File: src/rtl/mux_scan_pkg.sv
// Shared constants for the scanning channel multiplexer: FSM encoding, mode values, parameter limits.
package mux_scan_pkg;

    localparam logic [1:0] ST_IDLE   = 2'd0;
    localparam logic [1:0] ST_MANUAL = 2'd1;
    localparam logic [1:0] ST_SCAN   = 2'd2;

    localparam logic MODE_MANUAL = 1'b0;
    localparam logic MODE_AUTO   = 1'b1;

    localparam int unsigned MAX_NCH   = 16;
    localparam int unsigned MAX_DWELL = 255;
    localparam int unsigned DWELL_W   = 8;

endpackage

File: src/rtl/mux_scan_timer.sv
// Dwell counter and scan-channel stepper for auto-scan.
// scan_ch is the channel the scan lands on at this clock edge (next-state view),
// so the parent can register the matching data in the same edge.
module mux_scan_timer
    import mux_scan_pkg::*;
#(
    parameter int unsigned NCH   = 4,
    parameter int unsigned DWELL = 8
) (
    input  logic                   clk,
    input  logic                   rst_n,
    input  logic                   run,
    input  logic                   clear,
    output logic                   adv,
    output logic [$clog2(NCH)-1:0] scan_ch,
    output logic                   wrap
);

    localparam int unsigned CHW = $clog2(NCH);
    localparam logic [DWELL_W-1:0] CNT_LAST = DWELL_W'(DWELL - 1);
    localparam logic [CHW-1:0]     CH_LAST  = CHW'(NCH - 1);

    logic [DWELL_W-1:0] cnt_q, cnt_d;
    logic [CHW-1:0]     ch_q, ch_d;

    // Count dwell cycles; step the channel on the last one. Neither run nor clear freezes both.
    always_comb begin
        cnt_d = cnt_q;
        ch_d  = ch_q;
        adv   = 1'b0;
        if (clear) begin
            cnt_d = '0;
            ch_d  = '0;
        end else if (run) begin
            if (cnt_q == CNT_LAST) begin
                adv   = 1'b1;
                cnt_d = '0;
                ch_d  = (ch_q == CH_LAST) ? '0 : ch_q + CHW'(1);
            end else begin
                cnt_d = cnt_q + DWELL_W'(1);
            end
        end
    end

    assign scan_ch = ch_d;
    // Level: currently on the last channel, so an advance now wraps to 0.
    assign wrap    = (ch_q == CH_LAST);

    // Timer state register.
    always_ff @(posedge clk or negedge rst_n) begin
        if (!rst_n) begin
            cnt_q <= '0;
            ch_q  <= '0;
        end else begin
            cnt_q <= cnt_d;
            ch_q  <= ch_d;
        end
    end

endmodule

File: src/rtl/mux_scan_nch.sv
// N-channel multiplexer with manual select and timed auto-scan; all outputs registered.
// Outputs are computed from the state being entered, so data lags sel/in_bus by one clock.
module mux_scan_nch
    import mux_scan_pkg::*;
#(
    parameter int unsigned WIDTH = 1,
    parameter int unsigned NCH   = 4,
    parameter int unsigned DWELL = 8
) (
    input  logic                   clk,
    input  logic                   rst_n,
    input  logic [NCH*WIDTH-1:0]   in_bus,
    input  logic                   enable,
    input  logic                   mode,
    input  logic [$clog2(NCH)-1:0] sel,
    output logic [WIDTH-1:0]       out,
    output logic [$clog2(NCH)-1:0] out_ch,
    output logic                   out_valid,
    output logic                   wrap,
    output logic                   sel_err
);

    localparam int unsigned SELW = $clog2(NCH);
    localparam logic [SELW:0] NCH_L = (SELW + 1)'(NCH);

    if (NCH < 2 || NCH > MAX_NCH) begin : g_bad_nch
        $error("mux_scan_nch: NCH out of range");
    end
    if (DWELL < 1 || DWELL > MAX_DWELL) begin : g_bad_dwell
        $error("mux_scan_nch: DWELL out of range");
    end

    logic [1:0]       state_q, state_d;
    logic [WIDTH-1:0] out_q, out_d;
    logic [SELW-1:0]  out_ch_q, out_ch_d;
    logic             valid_q, valid_d;
    logic             wrap_q, wrap_d;
    logic             sel_err_q, sel_err_d;

    logic             sel_ok;
    logic             tmr_run, tmr_clear, tmr_adv, tmr_last;
    logic [SELW-1:0]  scan_ch;

    assign sel_ok = ({1'b0, sel} < NCH_L);

    // Next state: enable dominates, otherwise mode picks manual or scan.
    always_comb begin
        state_d = state_q;
        if (!enable) begin
            state_d = ST_IDLE;
        end else if (mode == MODE_AUTO) begin
            state_d = ST_SCAN;
        end else begin
            state_d = ST_MANUAL;
        end
    end

    // Entering scan restarts the timer; staying in scan lets it count; anything else freezes it.
    assign tmr_clear = (state_d == ST_SCAN) && (state_q != ST_SCAN);
    assign tmr_run   = (state_d == ST_SCAN) && (state_q == ST_SCAN);

    mux_scan_timer #(
        .NCH   (NCH),
        .DWELL (DWELL)
    ) u_timer (
        .clk     (clk),
        .rst_n   (rst_n),
        .run     (tmr_run),
        .clear   (tmr_clear),
        .adv     (tmr_adv),
        .scan_ch (scan_ch),
        .wrap    (tmr_last)
    );

    // Output next-values for the state being entered; idle holds data and channel.
    always_comb begin
        out_d     = out_q;
        out_ch_d  = out_ch_q;
        valid_d   = 1'b0;
        wrap_d    = 1'b0;
        sel_err_d = 1'b0;
        case (state_d)
            ST_MANUAL: begin
                if (sel_ok) begin
                    out_d    = in_bus[int'(sel)*WIDTH +: WIDTH];
                    out_ch_d = sel;
                    valid_d  = 1'b1;
                end else begin
                    out_d     = '0;
                    sel_err_d = 1'b1;
                end
            end
            ST_SCAN: begin
                out_d    = in_bus[int'(scan_ch)*WIDTH +: WIDTH];
                out_ch_d = scan_ch;
                valid_d  = 1'b1;
                wrap_d   = tmr_adv & tmr_last;
            end
            default: ;
        endcase
    end

    // State and output registers.
    always_ff @(posedge clk or negedge rst_n) begin
        if (!rst_n) begin
            state_q   <= ST_IDLE;
            out_q     <= '0;
            out_ch_q  <= '0;
            valid_q   <= 1'b0;
            wrap_q    <= 1'b0;
            sel_err_q <= 1'b0;
        end else begin
            state_q   <= state_d;
            out_q     <= out_d;
            out_ch_q  <= out_ch_d;
            valid_q   <= valid_d;
            wrap_q    <= wrap_d;
            sel_err_q <= sel_err_d;
        end
    end

    assign out       = out_q;
    assign out_ch    = out_ch_q;
    assign out_valid = valid_q;
    assign wrap      = wrap_q;
    assign sel_err   = sel_err_q;

endmodule

File: config.mk
export PLATFORM = sky130hd
export DESIGN_NAME = mux_scan_nch
export DESIGN_NICKNAME = d
export VERILOG_FILES = /design/src/rtl/mux_scan_pkg.sv /design/src/rtl/mux_scan_timer.sv /design/src/rtl/mux_scan_nch.sv
export SDC_FILE = /design/constraint.sdc
export NUM_CORES = 1
export LEC_CHECK = 0
export BUFFER_PORTS_ARGS = -buffer_cell sky130_fd_sc_hd__buf_4
export CELL_PAD_IN_SITES_DETAIL_PLACEMENT = 0
export CELL_PAD_IN_SITES_GLOBAL_PLACEMENT = 2
export CORE_UTILIZATION = 35
export DETAILED_ROUTE_END_ITERATION = 8
export PLACE_DENSITY_LB_ADDON = 0.25
export SKIP_CTS_REPAIR_TIMING = 1
export SLEW_MARGIN = 10
export SYNTH_ARGS = -nofsm -noshare
export SYNTH_HDL_FRONTEND = slang
export SYNTH_HIERARCHICAL = 1
export SYNTH_SLANG_ARGS = --single-unit
File: constraint.sdc
create_clock -name clk -period 4.95 [get_ports clk]
set_clock_uncertainty 0.15 [all_clocks]
set_input_delay 0.2475 -clock clk [delete_from_list [all_inputs] [get_ports clk]]
set_output_delay 0.2475 -clock clk [all_outputs]
set_load 0.03 [all_outputs]
### Word level (Yosys, flattened, before mapping)

Index checks and enable logic that the tools add are counted.

| storage, ports and cells | value |
|---|---|
| register bits after elaboration | 17 |
| input bits | 10 |
| output and inout port bits | 6 |

| operators by class | value |
|---|---|
| add/sub/neg operators | 2 |
| equality and inequality tests | 6 |
| shift-type cells | 2 |
| mux-type cells | 16 |
| bitwise gates (word level) | 1 |
| reductions and logical operators | 5 |

Operators with widths:

| kind | count |
|---|---|
| $mux 8 | 3 |
| $mux 2 | 6 |
| $add 8x1->8 const B | 1 |
| $eq 8x3->1 const B | 1 |
| $shiftx 4x3->1 | 2 |
| $eq 2x2->1 const B | 3 |
| $mux 1 | 5 |
| $pmux 2 s2 | 1 |
| $reduce_bool 2->1 | 2 |
| $add 2x1->2 const B | 1 |
| $eq 2x1->1 const B | 1 |
| $logic_and 1x1->1 | 2 |
| $ne 2x2->1 const B | 1 |
| $pmux 1 s2 | 1 |
| $reduce_or 2->1 | 1 |
| $and 1x1->1 | 1 |

### Depth between registers and ports, before layout

Gate-level depths: netlist (run 1).

| depth | value |
|---|---|
| depth after elaboration | 8 |
| depth in mapped cells | 10 |
| depth with buffers taken out | 9 |

### Hierarchy

Netlist (run 1), hierarchy kept.

By module, submodules not included:

| module | instances | cells an instance | area each (um2) | seq. area each (um2) |
|---|---|---|---|---|
| mux_scan_timer | 1 | 57 | 546.8 | 250.2 |
| mux_scan_nch | 1 | 32 | 332.8 | 175.2 |

### Least setup slack after synthesis (run 1)

No wires, ideal clock.

| path | value |
|---|---|
| path type | input to register |
| start | input port enable |
| end | register out_q, in the netlist out |
| data arrival time | 1952 ps |
| data required time | 4696 ps |
| setup slack | 2744 ps |
| stages | 10 |
| buffers on the path | 1 |
| cells stage by stage | buf_2 nand2_1 inv_1 and3_1 nand4_2 or3_1 a21oi_2 and4_2 a221oi_1 a221oi_1 |

| between the ends | value |
|---|---|
| longest elaborated chain between the ends | 7 |
| elaborated cells between the ends (all ways) | 10 |

RTL lines:

| element | RTL line | source |
|---|---|---|
| start, declared | mux_scan_nch.sv:13 | `input logic enable,` |
| $mux 2 | mux_scan_nch.sv:49 | `if (!enable) begin` |
| named net state_d[1] | mux_scan_nch.sv:33 | `logic [1:0] state_q, state_d;` |
| $eq 2x2->1 | mux_scan_nch.sv:60 | `assign tmr_run = (state_d == ST_SCAN) && (state_q == ST_SCAN);` |
| $logic_and 1x1->1 | mux_scan_nch.sv:60 |  |
| named net tmr_run | mux_scan_nch.sv:41 | `logic tmr_run, tmr_clear, tmr_adv, tmr_last;` |
| $mux 2 | mux_scan_timer.sv:34 | `end else if (run) begin` |
| $mux 2 | mux_scan_timer.sv:31 | `if (clear) begin` |
| named net scan_ch[0] | mux_scan_nch.sv:42 | `logic [SELW-1:0] scan_ch;` |
| $shiftx 4x3->1 | mux_scan_nch.sv:94 | `out_d = in_bus[int'(scan_ch)*WIDTH +: WIDTH];` |
| $pmux 1 s2 | mux_scan_nch.sv:82 | `case (state_d)` |
| end signal, assigned | mux_scan_nch.sv:114 | `out_q <= out_d;` |
| end, declared | mux_scan_nch.sv:34 | `logic [WIDTH-1:0] out_q, out_d;` |

The timed path passes the listed nets, and every way through them passes these cells.
A chain may end at the register's enable or synchronous reset.

### Final worst setup path (run 1)

Same ends and word-level chain as after synthesis.

==> PnR_summary.wiki, run 1 <==
{| class="wikitable"
! Metric !! Value
|-
| Share of power burned in the clock network || 28.0%
|-
| I/O Buffers || 14
|-
| Outcome || finished clean
|-
| Cell area after layout || 1040 µm²
|-
| Area of the die || 2720 µm²
|-
| Internal power component || 194 µW
|-
| Growth of design area from synthesis to finish || 18.8%
|-
| Post-synthesis xor/xnor area fraction || 2.99%
|-
| Startpoint of the most critical hold path || mode
|-
| Fraction of the mapped netlist area in adder cells || 2.84%
|-
| #FFs+latches synth || 17
|-
| Final max-slew violation count || 0
|-
| Category of the worst setup path capture point || flop
|-
| Worst-case register-to-register setup slack || 2.60 ns
|-
| Grt total ovfl || 0
|-
| Startpoint kind of the worst setup timing path || input port
|-
| Violation count after the first detailed-route iteration || 14
|-
| Antenna violation net count after detailed routing || 0
|-
| Cell breakdown of the critical path || dlygate4sd3_1 -> buf_4 -> nand2_1 -> inv_1 -> and3_1 -> nand4_2 -> or3_1 -> a21oi_2 -> mux2i_2 -> a221oi_1 -> a221oi_1
|-
| Power density over cell area || 254 nW/µm²
|-
| Main area contributors after synthesis || sky130_fd_sc_hd__dfrtp_1 (48%), sky130_fd_sc_hd__nor2_1 (4.3%), sky130_fd_sc_hd__mux2i_1 (3.4%)
|-
| H-Tree Depth || 1
|-
| Multiplexer fraction of the synthesized cell area || 4.98%
|-
| Maximum number of pins on one net before global-route repair || 18
|-
| Data arrival at the endpoint of the critical path || 2.66 ns
|-
| Final wirelength || 1680 µm
|-
| Buffer type at the clock tree root || sky130_fd_sc_hd__clkbuf_4
|-
| Total iterations of the first detailed-routing run || 4
|-
| Synth warn || 6
|-
| Starting density of the core || 38.3%
|-
| Post-Syn Area || 880 µm²
|-
| Antenna violations before repair || 0
|-
| Maximum fanout along the worst path || 10
|-
| Chip Height || 52.1 µm
|-
| Register area share after synthesis || 48.4%
|-
| Die X || 52.1 µm
|-
| Post-synthesis cell count || 89
|-
| Clk buf depth || 2
|-
| Total cell area at the placement stage || 998 µm²
|-
| Share of the cycle needed by the critical path after routing || 53.6%
|-
| Average instance area after synthesis || 9.88 µm²
|-
| Number of distinct library cells after synthesis || 33
|-
| Dominant combinational cell family by area after synthesis || simple AND/OR/NAND/NOR gates
|-
| Proportion of total power due to net switching || 27.0%
|-
| Classification of the worst-slack hold path || input port to flop
|-
| Placer Congestion || 0.696
|-
| # DRC || 0
|-
| Cell accounting for the most synthesized area || sky130_fd_sc_hd__dfrtp_1
|-
| Reg2reg start || u_timer/cnt_q[0]
|-
| Final nets || 118
|-
| Maximum clock rate || 377 MHz
|-
| Endpoint, Worst Hold || state_q[1]
|-
| Count of inserted antenna diode cells || 0
|-
| Headroom to the max-slew limit || 51.0%
|-
| TritonCTS clock tree || done
|-
| Number of global-route vias before repair || 611
|-
| Max IR drop VDD || 154 µV
|-
| Clock period minus worst slack || 2.65 ns
|-
| Cell with the largest stage delay on the worst path || sky130_fd_sc_hd__dlygate4sd3_1
|-
| Portion of total power attributed to sequential cells || 56.5%
|-
| Compound-cell area share of the yosys netlist || 12.1%
|-
| Final Hold Fails || 0
|-
| Drt wl/cell || 12.6 µm
|-
| Via count normalized by instance count || 5.08
|-
| Most used cell along the critical path || sky130_fd_sc_hd__a221oi_1
|-
| Total negative slack || 0 ns
|-
| Standard-cell row count || 17
|-
| Synthesized-area fraction occupied by and/or/nand/nor cells || 24.2%
|-
| Tightest Pin Transition || 0.735 ns
|-
| Setup violation total in the final timing report || 0
|-
| R2r endpoint || out
|-
| Fraction of final layout cells with drive strength greater than 1 || 23.8%
|-
| TritonCTS Buffers || 3
|-
| Crit Path Category || input port to flop
|-
| DPL Wire Length || 1250 µm
|-
| Number of fill cells || 237
|-
| Leakage component of the power || 0.000496 µW
|-
| Source-to-sink clock delay at the later pin of the worst-skew pair || 0.28 ns
|-
| Syn_nets || 101
|-
| Clock tree sinks || 17
|-
| First-pass GRT wire length || 2750 µm
|-
| Setup repair after global routing missed its margin || false
|-
| Final core utilization || 45.5%
|-
| Portion of synthesized cell area occupied by the leading cell type || 48.4%
|-
| Number of vias in the routed layout || 675
|-
| Overall Power || 266 µW
|-
| Net switching power || 71.7 µW
|-
| Req. time, crit path || 4.96 ns
|-
| Hold Path Cell Cnt || 3
|-
| Core outline area || 2300 µm²
|-
| Clock slew at reported path FFs || 0.10 ns
|-
| Worst stage delay on the critical path || 0.52 ns
|-
| Max Cap Viol || 0
|-
| Number of cells traversed by the worst register-to-register path || 8
|-
| I/O pin total || 16
|-
| Gr usage total || 14.3%
|-
| Comb power frac || 15.5%
|}
sequential cells by signal, indices dropped and copies added, names as in the netlist:
| register | count |
|---|---|
| out | 1 |
| out_ch | 2 |
| out_valid | 1 |
| state_q | 2 |
| u_timer/ch_q | 2 |
| u_timer/cnt_q | 8 |
| wrap | 1 |
worst max-delay path by stage:
stage | start | endpoint | slack (ns) | cells after the start
after global placement | enable | out | 2.55 | 10
after floorplan | enable | out | 2.74 | 10
after CTS | u_timer/cnt_q[0] | out | 2.57 | 8
final | enable | out | 2.30 | 11
after detailed placement | enable | out | 2.48 | 10
after global routing | enable | out | 2.11 | 11
cells in the final DEF, fill, tap and decap left out, drive strengths merged, types with 3 or more instances in the layout:
cell and n:
nand2 7, nor2 10, buf 14, a21oi 6, inv 4, dfrtp 17
and2 3, or3 3, nor3 3, mux2i 4, nand4 3, clkbuf 4
o21ai 4
critical path, delay by kind of cell:
family	cells	cell delay [ns]
AOI/OAI and AO/OA	3	0.65
buffers and inverters	3	0.75
muxes	1	0.13
and+or+nand+nor	4	0.88
routing by layer:
metal	vias up	share of wire, %	GRT usage [%]
met4	0	1.0	6.58
met1	321	47	17.7
met5	-	0	0
met3	2	3.4	2.63
li1	341	-	-
met2	11	49	23.7
cells in the mapped netlist (all sizes together):
cell	instances
mux2i	4
nand3	1
nand3b	1
xor2	2
and3	2
o21ai	4
a221oi	2
nor3	3
dfrtp	17
xnor2	1
ha	2
conb	1
a21o	2
o31a	1
and2	3
buf	3
a311o	1
nor2b	2
a21oi	6
or3	3
inv	4
nand2	7
nor2	10
and4	2
clkbuf	1
nand4	3
and2b	1
cell families (layout without fill, tap and decap cells):
logic type,count (synthesis),count (layout)
AOI/OAI and AO/OA,16,16
xor gates and xnor gates,3,3
adders and majority gates,2,2
buffers and inverters,8,24
DFF,17,17
muxes,4,4
other,1,1
and+or+nand+nor,38,38
power groups by stage:
stage                     logic, µW  clock network [µW]  registers (µW)
after CTS                      40.5                76.1             150
after floorplan                18.6                   0             158
final                          41.2                74.4             150
after global placement         40.0                   0             153
after detailed placement       40.4                   0             153
after global routing           45.2                82.9             151
final cells by class:
class	instances	area, µm²	share of cell area [%]
Clock buffer	4	26.3	2.51
Inverter	4	15.0	1.44
Multi-Input combinational cell	64	418	40.0
Sequential cell	17	425	40.7
Tap cell	28	35.0	3.35
Timing Repair Buffer	16	125	12.0
metrics by stage:
step	hold slack, ns	cells	setup slack, ns
CTS	-0.338	131	2.57
floorplan	-0.198	89	2.74
finish	0.130	133	2.30
global placement	-0.0229	127	2.55
global route	0.150	133	2.11
detailed placement	-0.0232	127	2.48
Power figures use the tool's default switching activity.
==> run 2: changes to the inputs <==
Settings changed: CORE_UTILIZATION 35 to 30.
Clock period 4.95 ns to 2.1 ns, I/O delays scaled along.
==> run 2 against run 1 <==
  * The run now ends with hold timing, setup timing left
  * Register-to-register slack got worse by 2.6 ns
  * Non-clock buffer count up 15
  * Largest cell class is now multi-input gates
  * Clock power up 150%
  * Count of clock-buffer cells in the layout did not move
  * Worst setup slack worse by 2.3 ns
==> PnR_summary.wiki, run 2 (synthesis results as in run 1) <==
{| class="wikitable"
! Metric !! Value
|-
| Outcome || finished with violations (was finished clean)
|-
| Violated checks || hold timing, setup timing
|-
| Final max-slew violation count || 0 (unchanged)
|-
| H-Tree Depth || 1 (unchanged)
|-
| Count of inserted antenna diode cells || 0 (unchanged)
|-
| Pre-CTS worst setup slack || -0.100 ns (was 2.48 ns)
|-
| Commonest cells after routing, fill and taps aside || sky130_fd_sc_hd__buf_4 (28), sky130_fd_sc_hd__dfrtp_1 (17), sky130_fd_sc_hd__nor2_1 (10) (was sky130_fd_sc_hd__dfrtp_1 (17), sky130_fd_sc_hd__buf_4 (14), sky130_fd_sc_hd__nor2_1 (10))
|-
| Setup violation total in the final timing report || 1 (was 0)
|-
| Crit Path Category || flop to flop (was input port to flop)
|-
| Placer Congestion || 0.753 (was 0.696)
|-
| Power density over cell area || 545 nW/µm² (was 254 nW/µm²)
|-
| Classification of the worst-slack hold path || input port to flop (unchanged)
|-
| Sequential standard cell area || 425 µm² (unchanged)
|-
| Data arrival at the endpoint of the critical path || 2.19 ns (was 2.66 ns)
|-
| Antenna violation net count after detailed routing || 0 (unchanged)
|-
| Number of cells traversed by the worst register-to-register path || 7 (was 8)
|-
| Setup slack after layout || -0.0305 ns (was 2.30 ns)
|-
| Source-to-sink clock delay at the later pin of the worst-skew pair || 0.30 ns (was 0.28 ns)
|-
| Maximum number of pins on one net before global-route repair || 18 (unchanged)
|-
| Cell breakdown of the critical path || nor3_4 -> nand4_2 -> or3_4 -> a21oi_4 -> and4_4 -> a221oi_2 -> a221oi_1 (was dlygate4sd3_1 -> buf_4 -> nand2_1 -> inv_1 -> and3_1 -> nand4_2 -> or3_1 -> a21oi_2 -> mux2i_2 -> a221oi_1 -> a221oi_1)
|-
| DPL Wire Length || 1340 µm (was 1250 µm)
|-
| Number of vias in the routed layout || 748 (was 675)
|-
| Buffer type at the clock tree root || sky130_fd_sc_hd__clkbuf_4 (unchanged)
|-
| Fraction of final layout cells with drive strength greater than 1 || 35.8% (was 23.8%)
|-
| Final Hold Fails || 1 (was 0)
|-
| Gr usage total || 13.6% (was 14.3%)
|-
| Via count normalized by instance count || 4.95 (was 5.08)
|-
| TritonCTS clock tree || done (unchanged)
|-
| Die X || 56.1 µm (was 52.1 µm)
|-
| Most flops, register || u_timer/cnt_q (unchanged)
|-
| Final wirelength || 1980 µm (was 1680 µm)
|-
| Total area of multi-input combinational cells || 458 µm² (was 418 µm²)
|-
| Number of flip-flops under the largest register name || 8 (unchanged)
|-
| Worst stage delay on the critical path || 0.42 ns (was 0.52 ns)
|-
| Total iterations of the first detailed-routing run || 4 (unchanged)
|-
| Max Cap Viol || 0 (unchanged)
|-
| I/O pin total || 16 (unchanged)
|-
| Cell with the largest stage delay on the worst path || sky130_fd_sc_hd__dfrtp_1 (was sky130_fd_sc_hd__dlygate4sd3_1)
|-
| Number of fill cells || 277 (was 237)
|-
| Most common cell after layout, fill and taps aside || sky130_fd_sc_hd__buf_4 (was sky130_fd_sc_hd__dfrtp_1)
|-
| Clock period minus worst slack || 2.13 ns
|-
| Starting density of the core || 31.9% (was 38.3%)
|-
| Maximum fanout along the worst path || 3 (was 10)
|-
| Number of global-route vias before repair || 720 (was 611)
|-
| I/O Buffers || 14 (unchanged)
|-
| Worst-case hold slack || -0.00359 ns (was 0.130 ns)
|-
| Chip Height || 56.1 µm (was 52.1 µm)
|-
| Growth of design area from synthesis to finish || 36.8% (was 18.8%)
|-
| Antenna violations before repair || 0 (unchanged)
|-
| TritonCTS Buffers || 3 (unchanged)
|-
| # DRC || 0 (unchanged)
|-
| Clock tree sinks || 17 (unchanged)
|-
| Drt wl/cell || 13.1 µm (was 12.6 µm)
|-
| Violation count after the first detailed-route iteration || 10 (was 14)
|-
| Area of the die || 3150 µm² (was 2720 µm²)
|-
| Clock slew at reported path FFs || 0.10 ns (about the same)
|-
| Cell area after layout || 1200 µm² (was 1040 µm²)
|-
| Clk buf depth || 2 (unchanged)
|-
| Grt total ovfl || 0 (unchanged)
|-
| Maximum clock rate || 469 MHz
|-
| Final nets || 133 (was 118)
|-
| Setup repair after global routing missed its margin || true (was false)
|-
| Core outline area || 2760 µm² (was 2300 µm²)
|-
| Share of the cycle needed by the critical path after routing || 101%
|-
| First-pass GRT wire length || 3310 µm (was 2750 µm)
|-
| Final core utilization || 43.6% (was 45.5%)
|-
| Startpoint kind of the worst setup timing path || flop (was input port)
|-
| Total cell area at the placement stage || 1090 µm² (was 998 µm²)
|-
| Hold Path Cell Cnt || 3 (unchanged)
|-
| Standard-cell row count || 19 (was 17)
|-
| Category of the worst setup path capture point || flop (unchanged)
|-
| Max IR drop VDD || 436 µV (was 154 µV)
|-
| Req. time, crit path || 2.16 ns (was 4.96 ns)
|-
| Leakage component of the power || 0.000582 µW (was 0.000496 µW)
|}
## run 2: cell count changes in the layout (fill, tap and decap cells not counted), sizes merged
cell,previous run,this run
buf,14,28
dlygate4sd3,2,3
## run 2: where the power goes
group          switching [µW]  internal, µW  leakage (µW)
Combinational            64.2          52.6      0.000342
Sequential               11.0           343      0.000225
Clock                     111          74.0     0.0000150
Total                     186           470      0.000582
## run 2: routing by layer
metal / vias up / global-route usage, % / wire length (µm)
met3: 4 / 4.88 / 59
li1: 377 / - / -
met4: 0 / 3.14 / 21
met1: 355 / 18.6 / 991
met5: - / 0 / 0
met2: 12 / 20.6 / 909
## run 2: final cells by class
type	instances	share of cell area, %
clock buffer	4	2.18
multi-input combinational	64	38.0
inverter	4	1.25
tap	31	3.22
timing repair buffer	31	20.0
sequential	17	35.3
## run 2: per-stage QoR
step	setup TNS, ns	std cells	power, µW
final	-0.0305	151	656
after floorplan	0	89	416
after global routing	-0.121	151	692
after global placement	-0.00244	142	465
after detailed placement	-0.100	142	464
after CTS	-0.0987	146	652
## run 2: critical path: cells and delay by family, from the launching register on
kind | cells | cell delay [ns]
simple gates | 4 | 0.96
flops | 1 | 0.42
compound gates | 3 | 0.51
## run 2: worst paths after layout
kind | to | slack [ns] | from
max | out | -0.03 | u_timer/cnt_q[4]
min | out | -0.004 | in_bus[1]
max reg2reg | out | -0.03 | u_timer/cnt_q[4]
min reg2reg | out_ch[1] | 0.38 | out_ch[1]
max in group asynchronous | u_timer/cnt_q[7] | 1.56 | rst_n
min in group asynchronous | out | 0.05 | rst_n
==> run 3: changes to the inputs <==
Settings changed: CORE_MARGIN set to 2, HOLD_SLACK_MARGIN set to 0.12.
==> run 3 against run 2 <==
  * The run ends with setup timing left
  * Die area up 7.3%
  * Critical path depth grew 1
  * Critical endpoint unchanged
  * Combinational power increased by 12%
  * Largest power group unchanged
  * Count of clock-buffer cells in the layout stayed put
==> PnR_summary.wiki, run 3 (synthesis results as in run 1) <==
{| class="wikitable"
! Metric !! Value
|-
| Leakage component of the power || 0.000625 µW (was 0.000582 µW)
|-
| DPL Wire Length || 1460 µm (was 1340 µm)
|-
| Antenna violation net count after detailed routing || 0 (unchanged)
|-
| Maximum number of pins on one net before global-route repair || 18 (unchanged)
|-
| Total cell area at the placement stage || 1110 µm² (was 1090 µm²)
|-
| Count of inserted antenna diode cells || 0 (unchanged)
|-
| Antenna violations before repair || 0 (unchanged)
|-
| Tightest Pin Transition || 0.772 ns
|-
| Cell area after layout || 1290 µm² (was 1200 µm²)
|-
| Classification of the worst-slack hold path || input port to flop (unchanged)
|-
| Clock tree sinks || 17 (unchanged)
|-
| Number of fill cells || 280 (was 277)
|-
| Most flops, register || u_timer/cnt_q (unchanged)
|-
| Crit Path Category || flop to flop (unchanged)
|-
| Clock slew at reported path FFs || 0.10 ns (about the same)
|-
| Final max-slew violation count || 0 (unchanged)
|-
| Die X || 58.1 µm (was 56.1 µm)
|-
| Setup repair after global routing missed its margin || true (unchanged)
|-
| Share of the cycle needed by the critical path after routing || 104% (was 101%)
|-
| I/O Buffers || 14 (unchanged)
|-
| Share of power burned in the clock network || 26.5% (was 28.2%)
|-
| Maximum fanout along the worst path || 4 (was 3)
|-
| Proportion of total power due to net switching || 27.5% (was 28.4%)
|-
| Portion of total power attributed to sequential cells || 53.7% (was 54.0%)
|-
| Via count normalized by instance count || 4.93 (was 4.95)
|-
| Setup slack after layout || -0.0781 ns (was -0.0305 ns)
|-
| Starting density of the core || 31.6% (was 31.9%)
|-
| Outcome || finished with violations (unchanged)
|-
| Total negative slack || -0.0781 ns (was -0.0305 ns)
|-
| Violated checks || setup timing (was hold timing, setup timing)
|-
| Final wirelength || 2190 µm (was 1980 µm)
|-
| I/O pin total || 16 (unchanged)
|-
| Grt total ovfl || 0 (unchanged)
|-
| Worst stage delay on the critical path || 0.37 ns (was 0.42 ns)
|-
| Commonest cells after routing, fill and taps aside || sky130_fd_sc_hd__buf_4 (32), sky130_fd_sc_hd__dfrtp_1 (17), sky130_fd_sc_hd__nor2_1 (10) (was sky130_fd_sc_hd__buf_4 (28), sky130_fd_sc_hd__dfrtp_1 (17), sky130_fd_sc_hd__nor2_1 (10))
|-
| Data arrival at the endpoint of the critical path || 2.22 ns (was 2.19 ns)
|-
| Drt wl/cell || 13.7 µm (was 13.1 µm)
|-
| Overall Power || 660 µW (was 656 µW)
|-
| TritonCTS clock tree || done (unchanged)
|-
| H-Tree Depth || 1 (unchanged)
|-
| Total area of multi-input combinational cells || 468 µm² (was 458 µm²)
|-
| Setup violation total in the final timing report || 1 (unchanged)
|-
| Internal power component || 479 µW (was 470 µW)
|-
| Power density over cell area || 510 nW/µm² (was 545 nW/µm²)
|-
| Global-route track usage on met2 || 19.0% (was 20.6%)
|-
| First-pass GRT wire length || 3210 µm (was 3310 µm)
|-
| Headroom to the max-slew limit || 48.4%
|-
| Core outline area || 2780 µm² (was 2760 µm²)
|-
| Met1 Resource Use GR || 17.3% (was 18.6%)
|-
| Category of the worst setup path capture point || flop (unchanged)
|-
| Most Crowded Layer GR || met2 (unchanged)
|-
| Net switching power || 182 µW (was 186 µW)
|-
| Chip Height || 58.1 µm (was 56.1 µm)
|-
| TritonCTS Buffers || 3 (unchanged)
|-
| Sequential standard cell area || 425 µm² (unchanged)
|-
| Placer Congestion || 0.694 (was 0.753)
|-
| Most common cell after layout, fill and taps aside || sky130_fd_sc_hd__buf_4 (unchanged)
|-
| Buffer type at the clock tree root || sky130_fd_sc_hd__clkbuf_4 (unchanged)
|-
| Maximum clock rate || 459 MHz (was 469 MHz)
|-
| Cell breakdown of the critical path || ha_2 -> and2_4 -> nand4_2 -> or3_4 -> a21oi_4 -> and4_4 -> a221oi_2 -> a221oi_2 (was nor3_4 -> nand4_2 -> or3_4 -> a21oi_4 -> and4_4 -> a221oi_2 -> a221oi_1)
|-
| Growth of design area from synthesis to finish || 47.1% (was 36.8%)
|-
| Final Hold Fails || 0 (was 1)
|-
| Standard-cell row count || 19 (unchanged)
|-
| Number of global-route vias before repair || 708 (was 720)
|-
| Comb power frac || 19.8% (was 17.8%)
|-
| Fraction of final layout cells with drive strength greater than 1 || 38.0% (was 35.8%)
|-
| Area of the die || 3380 µm² (was 3150 µm²)
|-
| Most used cell along the critical path || sky130_fd_sc_hd__a221oi_2
|-
| Final nets || 142 (was 133)
|-
| Source-to-sink clock delay at the later pin of the worst-skew pair || 0.28 ns (was 0.30 ns)
|-
| Total iterations of the first detailed-routing run || 4 (unchanged)
|-
| Met3 GRT Util || 5.13% (was 4.88%)
|-
| Startpoint kind of the worst setup timing path || flop (unchanged)
|-
| Clock period minus worst slack || 2.18 ns (was 2.13 ns)
|-
| Cell with the largest stage delay on the worst path || sky130_fd_sc_hd__dfrtp_1 (unchanged)
|-
| Number of flip-flops under the largest register name || 8 (unchanged)
|-
| Number of vias in the routed layout || 789 (was 748)
|-
| Max Cap Viol || 0 (unchanged)
|-
| Violation count after the first detailed-route iteration || 11 (was 10)
|-
| Max IR drop VDD || 370 µV (was 436 µV)
|-
| # DRC || 0 (unchanged)
|-
| Req. time, crit path || 2.14 ns (was 2.16 ns)
|-
| Gr usage total || 12.6% (was 13.6%)
|-
| Clk buf depth || 2 (unchanged)
|}
## run 3: changes by cell type in the layout (fill, tap and decap cells not counted)
cell,previous run,this run
sky130_fd_sc_hd__dlygate4sd3_1,3,8
sky130_fd_sc_hd__a21oi_2,0,1
sky130_fd_sc_hd__a221oi_1,1,0
sky130_fd_sc_hd__a221oi_2,1,2
sky130_fd_sc_hd__a21oi_1,5,4
sky130_fd_sc_hd__buf_4,28,32
## run 3: worst max-delay path, delay by kind of cell (launching register included)
kind | cells | cell delay, ns
simple gates | 4 | 0.86
compound gates | 3 | 0.52
flops | 1 | 0.37
fa+ha+maj | 1 | 0.18
## run 3: path summary, 6_finish.rpt
kind / slack, ns / startpoint / cells after the start / end
setup / recovery: -0.08 / u_timer/cnt_q[1] / 8 / out
hold / removal: 0.14 / mode / 3 / state_q[0]
setup reg to reg: -0.08 / u_timer/cnt_q[1] / 8 / out
hold reg to reg: 0.38 / out_ch[1] / 2 / out_ch[1]
max in group asynchronous: 0.51 / rst_n / 3 / u_timer/cnt_q[2]
min in group asynchronous: 0.80 / rst_n / 3 / u_timer/cnt_q[4]
## run 3: power groups by stage
stage	Sequential, µW	Clock (µW)	Combinational [µW]
6_report	355	175	131
5_1_grt	356	202	143
4_1_cts	354	189	111
3_5_place_dp	360	0	110
3_3_place_gp	360	0	110
2_1_floorplan	372	0	43.9
## run 3: layout make-up
type / count / area share [%]
clock buffer: 4 / 2.03
inverter: 4 / 1.16
multi-input combinational: 64 / 36.2
sequential: 17 / 32.9
tap: 31 / 3.00
timing repair buffer: 40 / 24.8
## run 3: per-stage QoR
stage	util [%]	instances	hold slack, ns	setup slack, ns
after floorplan	-	89	-0.341	0.0242
after global placement	39.9	144	-0.165	-0.0362
after detailed placement	39.9	144	-0.164	-0.0775
after CTS	40.8	148	-0.491	-0.0854
after global routing	46.5	160	0.141	-0.212
final	46.5	160	0.143	-0.0781
## run 3: metal layers
metal  vias up  wire, µm
met5         -         0
met3         6        76
met2        11      1040
met1       380      1010
li1        392         -
met4         0        54
